## config.mk

```make
export PLATFORM = sky130hd
export DESIGN_NAME = uart_rx
export DESIGN_NICKNAME = d
export VERILOG_FILES = /design/src/rtl/uart_pkg.sv /design/src/rtl/uart_sync2.sv /design/src/rtl/uart_rx.sv
export SDC_FILE = /design/constraint.sdc
export NUM_CORES = 1
export LEC_CHECK = 0
export ABC_AREA = 1
export CAP_MARGIN = 25
export CORE_UTILIZATION = 30
export CTS_CLUSTER_DIAMETER = 50
export DETAILED_ROUTE_END_ITERATION = 10
export PLACE_DENSITY_LB_ADDON = 0.2
export SYNTH_ARGS = -nofsm -noshare
export SYNTH_HDL_FRONTEND = slang
export SYNTH_HIERARCHICAL = 1
export SYNTH_SLANG_ARGS = --single-unit
export TNS_END_PERCENT = 50
```

## constraint.sdc

```tcl
create_clock -name clk -period 1.25 [get_ports clk]
set_input_delay 0.25 -clock clk [delete_from_list [all_inputs] [get_ports clk]]
set_output_delay 0.25 -clock clk [all_outputs]
set_load 0.05 [all_outputs]
```

## src/rtl/uart_pkg.sv

```systemverilog
// Shared UART definitions: receiver state encoding, payload width and the default bit period.
package uart_pkg;

  localparam int UART_DATA_BITS    = 8;
  localparam int UART_CLKS_PER_BIT = 234;

  typedef enum logic [2:0] {
    IDLE,
    START,
    DATA,
    PARITY,
    STOP,
    BREAK_WAIT
  } uart_state_e;

endpackage

```

## src/rtl/uart_sync2.sv

```systemverilog
// Two-flop synchroniser for an asynchronous single-bit input; both flops reset to RESET_VAL.
module uart_sync2 #(
  parameter logic RESET_VAL = 1'b1
) (
  input  logic clk,
  input  logic rst,
  input  logic d,
  output logic q
);

  logic s1_q, s2_q;

  always_ff @(posedge clk) begin
    if (rst) begin
      s1_q <= RESET_VAL;
      s2_q <= RESET_VAL;
    end else begin
      s1_q <= d;
      s2_q <= s1_q;
    end
  end

  assign q = s2_q;

endmodule

```

## src/rtl/uart_rx.sv

```systemverilog
// UART receiver: 8N1, or 8E1 with even parity when UART_RX_PARITY_EN is defined.
// Bits are sampled mid-bit from the synchronised line; results appear as one-cycle valid/frame_err pulses.
module uart_rx
  import uart_pkg::*;
#(
  parameter int CLKS_PER_BIT = UART_CLKS_PER_BIT,
  parameter int DATA_BITS    = UART_DATA_BITS
) (
  input  logic                 clk,
  input  logic                 rst,
  input  logic                 rx,
  output logic [DATA_BITS-1:0] data,
  output logic                 valid,
  output logic                 frame_err,
  output logic                 busy
);

  localparam int               CNT_W     = $clog2(CLKS_PER_BIT);
  localparam logic [CNT_W-1:0] HALF_LAST = CNT_W'(CLKS_PER_BIT / 2 - 1);
  localparam logic [CNT_W-1:0] BIT_LAST  = CNT_W'(CLKS_PER_BIT - 1);
  localparam logic [2:0]       IDX_LAST  = 3'(DATA_BITS - 1);

  uart_state_e          state_q, state_d;
  logic [CNT_W-1:0]     clk_cnt_q, clk_cnt_d;
  logic [2:0]           bit_idx_q, bit_idx_d;
  logic [DATA_BITS-1:0] shift_q, shift_d;
  logic [DATA_BITS-1:0] data_q, data_d;
  logic                 valid_q, valid_d;
  logic                 frame_err_q, frame_err_d;
  logic                 rx_s;
  logic                 par_ok;

  uart_sync2 #(.RESET_VAL(1'b1)) u_sync (
    .clk (clk),
    .rst (rst),
    .d   (rx),
    .q   (rx_s)
  );

`ifdef UART_RX_PARITY_EN
  logic parity_q, parity_d;

  always_ff @(posedge clk) begin
    if (rst) parity_q <= 1'b0;
    else     parity_q <= parity_d;
  end

  assign par_ok = (parity_q == ^shift_q);
`else
  assign par_ok = 1'b1;
`endif

  always_comb begin
    state_d     = state_q;
    clk_cnt_d   = clk_cnt_q + CNT_W'(1);
    bit_idx_d   = bit_idx_q;
    shift_d     = shift_q;
    data_d      = data_q;
    valid_d     = 1'b0;
    frame_err_d = 1'b0;
`ifdef UART_RX_PARITY_EN
    parity_d    = parity_q;
`endif
    case (state_q)
      IDLE: begin
        clk_cnt_d = '0;
        if (!rx_s) state_d = START;
      end
      // A start bit that is high again at its midpoint was only a glitch.
      START: begin
        if (clk_cnt_q == HALF_LAST) begin
          clk_cnt_d = '0;
          bit_idx_d = '0;
          state_d   = rx_s ? IDLE : DATA;
        end
      end
      DATA: begin
        if (clk_cnt_q == BIT_LAST) begin
          clk_cnt_d          = '0;
          shift_d[bit_idx_q] = rx_s;
          bit_idx_d          = bit_idx_q + 3'd1;
          if (bit_idx_q == IDX_LAST) begin
`ifdef UART_RX_PARITY_EN
            state_d = PARITY;
`else
            state_d = STOP;
`endif
          end
        end
      end
`ifdef UART_RX_PARITY_EN
      PARITY: begin
        if (clk_cnt_q == BIT_LAST) begin
          clk_cnt_d = '0;
          parity_d  = rx_s;
          state_d   = STOP;
        end
      end
`endif
      // Leaving at mid stop bit lets a back-to-back start edge be caught half a bit later.
      STOP: begin
        if (clk_cnt_q == BIT_LAST) begin
          clk_cnt_d = '0;
          if (rx_s && par_ok) begin
            data_d  = shift_q;
            valid_d = 1'b1;
            state_d = IDLE;
          end else begin
            frame_err_d = 1'b1;
            state_d     = rx_s ? IDLE : BREAK_WAIT;
          end
        end
      end
      BREAK_WAIT: begin
        clk_cnt_d = '0;
        if (rx_s) state_d = IDLE;
      end
      default: begin
        clk_cnt_d = '0;
        state_d   = IDLE;
      end
    endcase
  end

  always_ff @(posedge clk) begin
    if (rst) begin
      state_q     <= IDLE;
      clk_cnt_q   <= '0;
      bit_idx_q   <= '0;
      shift_q     <= '0;
      data_q      <= '0;
      valid_q     <= 1'b0;
      frame_err_q <= 1'b0;
    end else begin
      state_q     <= state_d;
      clk_cnt_q   <= clk_cnt_d;
      bit_idx_q   <= bit_idx_d;
      shift_q     <= shift_d;
      data_q      <= data_d;
      valid_q     <= valid_d;
      frame_err_q <= frame_err_d;
    end
  end

  assign data      = data_q;
  assign valid     = valid_q;
  assign frame_err = frame_err_q;
  assign busy      = (state_q != IDLE);

endmodule
```

==> run summary <==
die area: 0.005570 mm2
Cells after DPL: 327
Least-Margin Pin Slew: 0.3458 ns
Overflow after GRT: 0
Reg power frac: 0.310
Setup Crit Path Kind: flop to flop
synth cell count leaders: 52 x nor2_1, 46 x nand2_1, 34 x dfxtp_1
Worst Path Max Fanout: 6
FILL cells: 485
Avg Cell Area, Syn: 7.162 um2
asr flop ratio synth: 0
first-pass GRT wire length: 5.899 mm
gr usage total: 0.1454
RSZ-0062 raised after global routing: true
Post-Syn Area: 0.001583 mm2
failing checks: negative setup slack
via count: 1,469
count leader, synth: nor2_1
Main synth FF type: dfxtp_1
Routed wire per std cell: 10.95 um
number of H-tree levels: 2
max incr delay on CP: 0.32 ns
PwrDens: 1667 mW/mm2
post-synthesis mux area share: 0
f_max: 697.4 MHz
row count: 26
Final Cycle Share: 1.147
Final setup viols: 32
Min-Delay Path Class: flop to flop
Hold Vio Cnt, Final: 0
Area Overhead vs Synth: 61.42%
Post-synth EDFFs: 0
cell taking the most area after synthesis: dfxtp_1
Clock Tree Buf Depth: 2
Reg clk slew, reported paths: 0.07 ns
CTS Hold Buffers Added: 0
Clk Latency, worst-skew pair: 0.29 ns
Net Count, Synth: 229
CP Data Required Time: 1.44 ns
Std-Cell Core Area: 0.005107 mm2
Yosys top cell area share: 0.4300
CP arrival: 1.63 ns
outcome: finished, violations left
DRC: 0
initial antenna violation count: 0
pin count of the biggest net entering global routing: 13
Root Buffer: clkbuf_8
Leak: 0.001076 uW
cell-internal power: 2819 uW
Antenna diodes: 0
Critical Path Most Common Cell: nand2_4
Max-slew headroom: 0.7673
Sw Share: 0.3382
vias in the first global route: 1,302
die span in y: 74.64 um
register bit total from synthesis: 34
antenna-violating nets left: 0
Total Wirelength: 3.778 mm
share of layout cells above drive strength 1: 0.4255
Num CTS Buffers: 5
post-synthesis xor/xnor area fraction: 0.02213
peak supply drop: 1.422 mV
post-synthesis cell count: 221
Via density: 4.258
fin nets: 282
CP Capture Type: flop
Port Buffers: 13
post-synthesis compound-gate area fraction: 0.06245
HPWL after DPL: 2.456 mm
sequential area share after synthesis: 0.4300
CTS tree: done
initial drt markers: 59
Netlist cell types: 26
initial core utilization: 0.3099
Setup Skew: 0.005980 ns
max-slew violations: 0
post-layout min period: 1.434 ns
Die X: 74.64 um
Placer Congestion: 0.7851
top post-synthesis cells by area: dfxtp_1 43%, nor2_1 12%, nand2_1 11%, inv_1 5.5%, ha_1 4.0%
Synth Area in Adders: 0.03953
largest family of logic cells by synthesized area: simple AND/OR/NAND/NOR gates
Sink Count: 34
Setup crit start kind: flop
Final Total Pwr: 4259 uW
P_sw: 1440 uW
CP max-delay cell: dfxtp_2
MaxCap Viol Count: 0
YS warnings: 6
worst path cell trace: inv_2 > ha_4 > nand2_4 > nor2_4 > nand2_4 > buf_6 > nand2_4 > buf_4 > nand4_1 > nand2_1 > nor2_1
final std cells w/o fill: 345
Comb pwr share: 0.401
io pins: 14
final worst slack: -0.1840 ns
clock power share: 0.289
drt first pass iters: 4
simple-gate share of the synthesized area: 0.3771
==> placed cells by master, fill, tap and decap left out, drive strengths merged, types with 2 or more instances in the layout <==
cell and instances:
nor2 57, nand2 53, buf 46, dfxtp 34
inv 24, nand3 11, o21ai 11, a21oi 8
nand4 5, clkbuf 5, ha 5, xnor2 2
nor3 2, xor2 2, bufinv 2, clkdlybuf4s50 2
clkinv 2
==> per-layer routing <==
| metal | global-route usage | wire length [um] | part of all wire | up-vias |
|---|---|---|---|---|
| li1 | - | - | - | 798 |
| met4 | 0.05660 | 62 | 0.016 | 0 |
| met1 | 0.1808 | 1795 | 0.48 | 650 |
| met2 | 0.2332 | 1814 | 0.48 | 16 |
| met5 | 0 | 0 | 0 | - |
| met3 | 0.04819 | 106 | 0.028 | 5 |
==> stage by stage <==
step / setup TNS [ns] / hold slack (ns) / util / instance area, um2 / setup WS [ns]
2_1_floorplan: -0.07607 / 0.3191 / - / 1619 / -0.01762
3_5_place_dp: -2.315 / 0.3969 / 0.4165 / 2127 / -0.1489
3_3_place_gp: -1.988 / 0.3915 / 0.4165 / 2127 / -0.1470
5_1_grt: -6.597 / 0.4396 / 0.5002 / 2555 / -0.2856
4_1_cts: -3.008 / 0.4151 / 0.4753 / 2427 / -0.1681
6_report: -3.419 / 0.4128 / 0.5002 / 2555 / -0.1840
==> cells by family after synthesis <==
| kind of cell | after synthesis |
|---|---|
| buffers and inverters | 28 |
| AND/OR/NAND/NOR | 131 |
| XOR/XNOR | 4 |
| adder cells (fa/ha/maj) | 5 |
| AO/OA/AOI/OAI | 19 |
| flip-flops | 34 |
==> sequential cells by signal (all words and copies together), names as in the netlist <==
name         cells
valid            1
state_q          3
shift_q          8
u_sync/q         1
data             8
frame_err        1
bit_idx_q        3
clk_cnt_q        8
u_sync/s1_q      1
==> power by group through the flow <==
stage	sequential [uW]	clock, uW	combinational, uW
after floorplan	1310	0	717
after global placement	1300	0	1240
after detailed placement	1300	0	1250
after CTS	1300	1270	1510
after global routing	1330	1310	1860
final	1320	1230	1710
==> worst paths after layout <==
path                startpoint    endpoint  slack (ns)  cells past startpoint
setup / recovery  clk_cnt_q[1]  state_q[1]       -0.18                     11
hold reg to reg    u_sync/s1_q    u_sync/q        0.41                      2
setup reg to reg  clk_cnt_q[1]  state_q[1]       -0.18                     11
hold / removal     u_sync/s1_q    u_sync/q        0.41                      2
==> final cells by class <==
class                   count  area, um2  area share
clock buffers               5      68.82     0.02693
clock inverters             3      68.82     0.02693
inverters                  25      98.84     0.03869
multi-input cells         160       1005      0.3932
flip-flops and latches     34      696.9      0.2728
well taps                  70      87.58     0.03428
repair buffers             48      529.3      0.2072
==> worst max-delay path, delay by kind of cell, from the launching register on <==
family,cells,cell delay [ns]
buf+inv,3,0.33
simple gates,7,0.53
fa+ha+maj,1,0.14
flops,1,0.32
==> repair_timing <==
action | 4_1_cts | 5_1_grt
pin swaps | 16 | 18
setup buffers | 4 | 6
gates resized for setup | 40 | 27
gates cloned | 1 | 0
hold endpoints to repair | 0 | 0
setup endpoints to repair | 31 | 33
Power figures use the tool's default switching activity.
